**config.mk**
```make
export PLATFORM = sky130hd
export DESIGN_NAME = memory_out
export DESIGN_NICKNAME = d
export VERILOG_FILES = /design/src/rtl/memory_out.sv
export SDC_FILE = /design/constraint.sdc
export NUM_CORES = 2
export LEC_CHECK = 0
export ABC_AREA = 1
export CAP_MARGIN = 15
export CORE_MARGIN = 2
export CORE_UTILIZATION = 45
export CTS_CLUSTER_SIZE = 28
export DETAILED_ROUTE_END_ITERATION = 10
export PLACE_DENSITY = 0.62
export SYNTH_ARGS = -nofsm -noshare
export SYNTH_HDL_FRONTEND = slang
export SYNTH_SLANG_ARGS = --single-unit
```
**constraint.sdc**
```tcl
create_clock -name clk -period 16 [get_ports clk]
set_clock_uncertainty 0.2 [all_clocks]
set_input_delay 3.2 -clock clk [delete_from_list [all_inputs] [get_ports clk]]
set_output_delay 3.2 -clock clk [all_outputs]
set_load 0.02 [all_outputs]
```
**src/rtl/memory_out.sv**
```systemverilog
// Result-sink buffer: captures a valid-only burst into a DEPTH-entry memory at
// sequential addresses and offers a registered readback port.
module memory_out #(
   parameter int WIDTH      = 256,
   parameter int DEPTH      = 8,
   parameter int log2_DEPTH = 3
) (
   input  logic                  clk,
   input  logic                  rst_n,
   input  logic                  start,
   input  logic [log2_DEPTH-1:0] num_of_dat,
   input  logic [WIDTH-1:0]      dat_in,
   input  logic                  dat_in_vld,
   output logic                  busy,
   output logic [log2_DEPTH-1:0] wr_cnt,
   output logic                  done,
   output logic                  err,
   input  logic                  rd_en,
   input  logic [log2_DEPTH-1:0] rd_addr,
   output logic [WIDTH-1:0]      rd_dat,
   output logic                  rd_dat_vld
);

   // state   | meaning
   // IDLE    | not armed; stray valid words are dropped and flagged in err
   // CAPTURE | armed; each valid word is written at wr_cnt until the last index
   typedef enum logic {IDLE, CAPTURE} state_t;

   state_t                state, state_nxt;
   logic [log2_DEPTH-1:0] len, len_nxt;
   logic [log2_DEPTH-1:0] wr_cnt_nxt;
   logic                  done_nxt;
   logic                  err_nxt;
   logic                  mem_we;
   logic [WIDTH-1:0]      mem [DEPTH];

   always_comb begin
      state_nxt  = state;
      len_nxt    = len;
      wr_cnt_nxt = wr_cnt;
      done_nxt   = 1'b0;
      err_nxt    = err;
      mem_we     = 1'b0;
      case (state)
         IDLE: begin
            if (start) begin
               len_nxt    = num_of_dat;
               wr_cnt_nxt = '0;
               err_nxt    = 1'b0;
               state_nxt  = CAPTURE;
            end
            // a stray word wins over the start-clear in the same cycle
            if (dat_in_vld) err_nxt = 1'b1;
         end
         CAPTURE: begin
            if (dat_in_vld) begin
               mem_we = 1'b1;
               if (wr_cnt == len) begin
                  wr_cnt_nxt = '0;
                  done_nxt   = 1'b1;
                  state_nxt  = IDLE;
               end else begin
                  wr_cnt_nxt = wr_cnt + 1'b1;
               end
            end
         end
         default: state_nxt = IDLE;
      endcase
   end

   always_ff @(posedge clk or negedge rst_n) begin
      if (!rst_n) begin
         state  <= IDLE;
         len    <= '0;
         wr_cnt <= '0;
         done   <= 1'b0;
         err    <= 1'b0;
      end else begin
         state  <= state_nxt;
         len    <= len_nxt;
         wr_cnt <= wr_cnt_nxt;
         done   <= done_nxt;
         err    <= err_nxt;
      end
   end

   assign busy = (state == CAPTURE);

   // storage is deliberately not reset so a mid-capture reset keeps earlier words
   always_ff @(posedge clk) begin
      if (mem_we) mem[wr_cnt] <= dat_in;
   end

   always_ff @(posedge clk or negedge rst_n) begin
      if (!rst_n) begin
         rd_dat     <= '0;
         rd_dat_vld <= 1'b0;
      end else begin
         rd_dat_vld <= rd_en;
         if (rd_en) rd_dat <= mem[rd_addr];
      end
   end

endmodule

```
==> impl_results.html <==
<table>
<tr><th>Metric</th><th>Value</th></tr>
<tr><th colspan="2">Status</th></tr>
<tr><td>Status</td><td>finished, final reports clean</td></tr>
<tr><th colspan="2">Timing</th></tr>
<tr><td>Post-route setup TNS</td><td>0 ns</td></tr>
<tr><td>Timing-limited maximum frequency</td><td>145 MHz</td></tr>
<tr><td>Final Hold Fails</td><td>0</td></tr>
<tr><td>Max-slew violation total from the final report</td><td>0</td></tr>
<tr><td>Number of endpoints failing setup at the final stage</td><td>0</td></tr>
<tr><td>Transition time at the pin with the least slew margin</td><td>1.31 ns</td></tr>
<tr><td>Worst slew margin</td><td>about 13%</td></tr>
<tr><td>Fraction of the cycle the final worst path needs</td><td>a little over two fifths</td></tr>
<tr><td>Unrepaired setup endpoints after global routing</td><td>false</td></tr>
<tr><td>Time the final worst path needs with I/O delays and setup</td><td>about 6.9 ns</td></tr>
<tr><th colspan="2">Clock network</th></tr>
<tr><td>Clock sink count</td><td>around 2300</td></tr>
<tr><td>Root buffer cell</td><td>sky130_fd_sc_hd__clkbuf_16</td></tr>
<tr><td>Number of buffers created by CTS</td><td>between 200 and 250</td></tr>
<tr><td>Worst skew pair latency</td><td>~0.90 ns</td></tr>
<tr><td>Number of buffers on the longest clock path</td><td>3</td></tr>
<tr><td>Number of gates given a new drive strength after cts</td><td>0</td></tr>
<tr><td>CTS Hold Bufs</td><td>0</td></tr>
<tr><td>Number of H-tree branching levels</td><td>4</td></tr>
<tr><td>CTS tree</td><td>yes</td></tr>
<tr><td>Setup bufs post-CTS</td><td>0</td></tr>
<tr><td>Worst-path clk slew</td><td>about 0.060 ns</td></tr>
<tr><th colspan="2">Worst setup path</th></tr>
<tr><td>Setup Crit Path Kind</td><td>in -&gt; reg</td></tr>
<tr><td>Beginning of the worst register-to-register path</td><td>wr_cnt[0]</td></tr>
<tr><td>Required time worst endpoint</td><td>between 15 and 20 ns</td></tr>
<tr><td>Setup crit start</td><td>rd_addr[0]</td></tr>
<tr><td>Kind of launch point of the worst setup path</td><td>input pin</td></tr>
<tr><td>Endpoint type of the worst setup path</td><td>register</td></tr>
<tr><td>Signal arrival time at the worst endpoint</td><td>around 7.5 ns</td></tr>
<tr><td>Largest fanout of any net on the critical path</td><td>186</td></tr>
<tr><th colspan="2">Floorplan</th></tr>
<tr><td>Core region area</td><td>205000 um^2</td></tr>
<tr><td>IO Count</td><td>530</td></tr>
<tr><td>Overall die area</td><td>209000 um^2</td></tr>
<tr><td>Initial standard-cell utilization of the core</td><td>between 40% and 50%</td></tr>
<tr><td>Width of the die</td><td>approximately 460 um</td></tr>
<tr><td>FP Rows</td><td>around 170</td></tr>
<tr><td>Die height</td><td>~460 um</td></tr>
<tr><th colspan="2">Logic synthesis</th></tr>
<tr><td>Synth Area in Adders</td><td>less than 1%</td></tr>
<tr><td>Synthesized Nets</td><td>roughly 8500</td></tr>
<tr><td>Total number of yosys warnings</td><td>0</td></tr>
<tr><td>Number of distinct library cells after synthesis</td><td>17</td></tr>
<tr><td>Mux cell area share after synthesis</td><td>0%</td></tr>
<tr><td>Flop and latch count out of synthesis</td><td>~2300</td></tr>
<tr><td>Post-synthesis sequential area ratio</td><td>roughly three quarters</td></tr>
<tr><td>Post-synthesis simple-gate area fraction</td><td>about a fifth</td></tr>
<tr><td>Portion of synthesized cell area occupied by the leading cell type</td><td>between 60% and 70%</td></tr>
<tr><td>Mapped Cells</td><td>~8000</td></tr>
<tr><td>Mapped cell area</td><td>around 90000 um^2</td></tr>
<tr><td>XOR/XNOR Fraction of Synth Area</td><td>0.0378%</td></tr>
<tr><td>Synth Area in Compound Gates</td><td>less than 1%</td></tr>
<tr><td>Dominant combinational cell family by area after synthesis</td><td>simple AND/OR/NAND/NOR gates</td></tr>
<tr><td>Top cells by area in the synthesized netlist</td><td>sky130_fd_sc_hd__edfxtp_1 (66%), sky130_fd_sc_hd__nand2_1 (13%), sky130_fd_sc_hd__nand3_1 (8.0%), sky130_fd_sc_hd__dfrtp_1 (7.2%), sky130_fd_sc_hd__inv_1 (2.9%)</td></tr>
<tr><td>Cell type contributing the most total cell area after synthesis</td><td>sky130_fd_sc_hd__edfxtp_1</td></tr>
<tr><td>Mean area per synthesized cell</td><td>between 10 and 15 um^2</td></tr>
<tr><th colspan="2">Pwr</th></tr>
<tr><td>Power Density</td><td>135 nW/um^2</td></tr>
<tr><td>Peak ir drop on the vdd network</td><td>roughly 0.00011 V</td></tr>
<tr><td>LEAKAGE</td><td>~43 nW</td></tr>
<tr><th colspan="2">Cells and area</th></tr>
<tr><td>Net count reported at finish</td><td>a little under 9000</td></tr>
<tr><td>Fraction of final layout cells sized beyond drive strength 1</td><td>under 10%</td></tr>
<tr><td>Synth-to-layout area growth</td><td>16.4%</td></tr>
<tr><td>Most common cell after layout, fill and taps aside</td><td>sky130_fd_sc_hd__nand2_1</td></tr>
<tr><td>Final Instance Count excl. Fillers</td><td>between 10000 and 15000</td></tr>
<tr><td>Commonest non-fill, non-tap cells in the layout</td><td>sky130_fd_sc_hd__nand2_1 (3205), sky130_fd_sc_hd__edfxtp_1 (2048), sky130_fd_sc_hd__nand3_1 (1473), sky130_fd_sc_hd__inv_1 (722), sky130_fd_sc_hd__clkdlybuf4s50_1 (524)</td></tr>
<tr><th colspan="2">Placement</th></tr>
<tr><td>Number of instances in the placed design</td><td>11050</td></tr>
<tr><td>HPWL after detailed placement</td><td>121000 um</td></tr>
<tr><td>Port-buffer cells</td><td>529</td></tr>
<tr><td>Global placer's final weighted congestion</td><td>0.755</td></tr>
<tr><th colspan="2">Flow run</th></tr>
<tr><td>Number of violations of the max-capacitance limit</td><td>0</td></tr>
<tr><th colspan="2">GRT</th></tr>
<tr><td>Total routing resource utilization after global routing</td><td>around 22%</td></tr>
<tr><td>Number of antenna violations at the first check in global routing</td><td>52</td></tr>
<tr><td>Vias in the first global route</td><td>58782</td></tr>
<tr><td>Maximum number of pins on one net before global-route repair</td><td>222</td></tr>
<tr><td>First-pass GRT wire length</td><td>approximately 360000 um</td></tr>
<tr><td>GR Overflow Total</td><td>0</td></tr>
<tr><th colspan="2">Drt</th></tr>
<tr><td>Final wirelength</td><td>236000 um</td></tr>
<tr><td>Average wire per standard cell</td><td>20.5 um</td></tr>
<tr><td>Count of TritonRoute iterations in the first routing pass</td><td>5</td></tr>
<tr><td>Antenna-violating nets left</td><td>0</td></tr>
<tr><td>Iter 0 DRT Violations</td><td>4915</td></tr>
<tr><td>Number of remaining DRC errors</td><td>0</td></tr>
<tr><td>Via density per instance</td><td>5.21</td></tr>
<tr><td>Total via count after detailed routing</td><td>between 60000 and 70000</td></tr>
<tr><th colspan="2">Hold path</th></tr>
<tr><td>Hold crit path type</td><td>reg -&gt; reg</td></tr>
<tr><td>Origin of the worst min-delay path</td><td>rd_dat[2]</td></tr>
</table>
registers in the layout (all words and copies together), names as in the netlist:
| name | cells |
|---|---|
| rd_dat_vld | 1 |
| done | 1 |
| busy | 1 |
| err | 1 |
| wr_cnt | 3 |
| mem | 2048 |
| len | 3 |
| rd_dat | 256 |
cells in the mapped netlist (all sizes together):
cell,number
nand2,3205
edfxtp,2048
dfrtp,266
xor2,1
o21bai,1
clkbuf,118
buf,337
or2,22
ha,1
nor2,13
inv,726
xnor2,3
o21ai,1
nand3,1473
stage by stage:
stage          util, %  power, mW  hold WS (ns)  setup WS (ns)  cell area [um^2]
6_report          52.7       14.6         0.274           9.08            108000
4_1_cts           52.7       14.7         0.281           9.26            108000
3_5_place_dp      48.9       9.37         0.265           8.30            100000
2_1_floorplan        -       8.78         0.263          0.807             92600
3_3_place_gp      48.9       9.33         0.261           8.41            100000
5_1_grt           52.7       15.1         0.298           8.85            108000
metal layers:
metal | global-route usage, % | vias up | routed length (um)
met3 | 3.70 | 397 | 14700
met4 | 8.40 | 34 | 7350
met2 | 37.4 | 1873 | 115000
met1 | 29.4 | 29612 | 98700
li1 | - | 28115 | -
met5 | 0 | - | 229
power by group:
group          switching [mW]  internal (mW)
registers               0.208           7.34
logic                    1.18          0.506
clock network            2.31           3.02
total                    3.69           10.9
final timing paths:
path                                     to  slack [ns]  cells after the start
worst max-delay path             rd_dat[50]        9.08                     11
worst min-delay path              rd_dat[2]        0.27                      2
worst max register to register  mem[0][157]       11.74                      6
worst min register to register    rd_dat[2]        0.27                      2
max in group asynchronous               err       11.43                      3
min in group asynchronous       rd_dat[197]        2.14                      1
final cells by class:
| cell class | instances | area (um^2) |
|---|---|---|
| diodes | 23 | 57.6 |
| multi-input cells | 4720 | 19700 |
| fillers | 17292 | 96800 |
| well taps | 2688 | 3360 |
| flip-flops and latches | 2314 | 68200 |
| clock inverters | 109 | 1130 |
| clock buffers | 332 | 6470 |
| repair buffers | 602 | 6130 |
| inverters | 726 | 2760 |
critical path: stages:
cell and delay, ns:
sky130_fd_sc_hd__buf_8 0.29, sky130_fd_sc_hd__buf_4 0.79, sky130_fd_sc_hd__buf_4 0.75, sky130_fd_sc_hd__buf_12 0.58
sky130_fd_sc_hd__buf_4 0.80, sky130_fd_sc_hd__nand2_1 0.11, sky130_fd_sc_hd__nand3_1 0.13, sky130_fd_sc_hd__nand3_1 0.12
sky130_fd_sc_hd__nand2_1 0.12, sky130_fd_sc_hd__nand2_1 0.06, sky130_fd_sc_hd__nand2_1 0.09
kinds of logic (layout without fill, tap and decap cells):
family,count (synthesis),after routing
AOI/OAI and AO/OA,2,2
xor gates and xnor gates,4,4
adders and majority gates,1,1
buffers and inverters,1181,1769
DFF,2314,2314
other,0,23
and+or+nand+nor,4713,4713
Power figures use the tool's default switching activity.
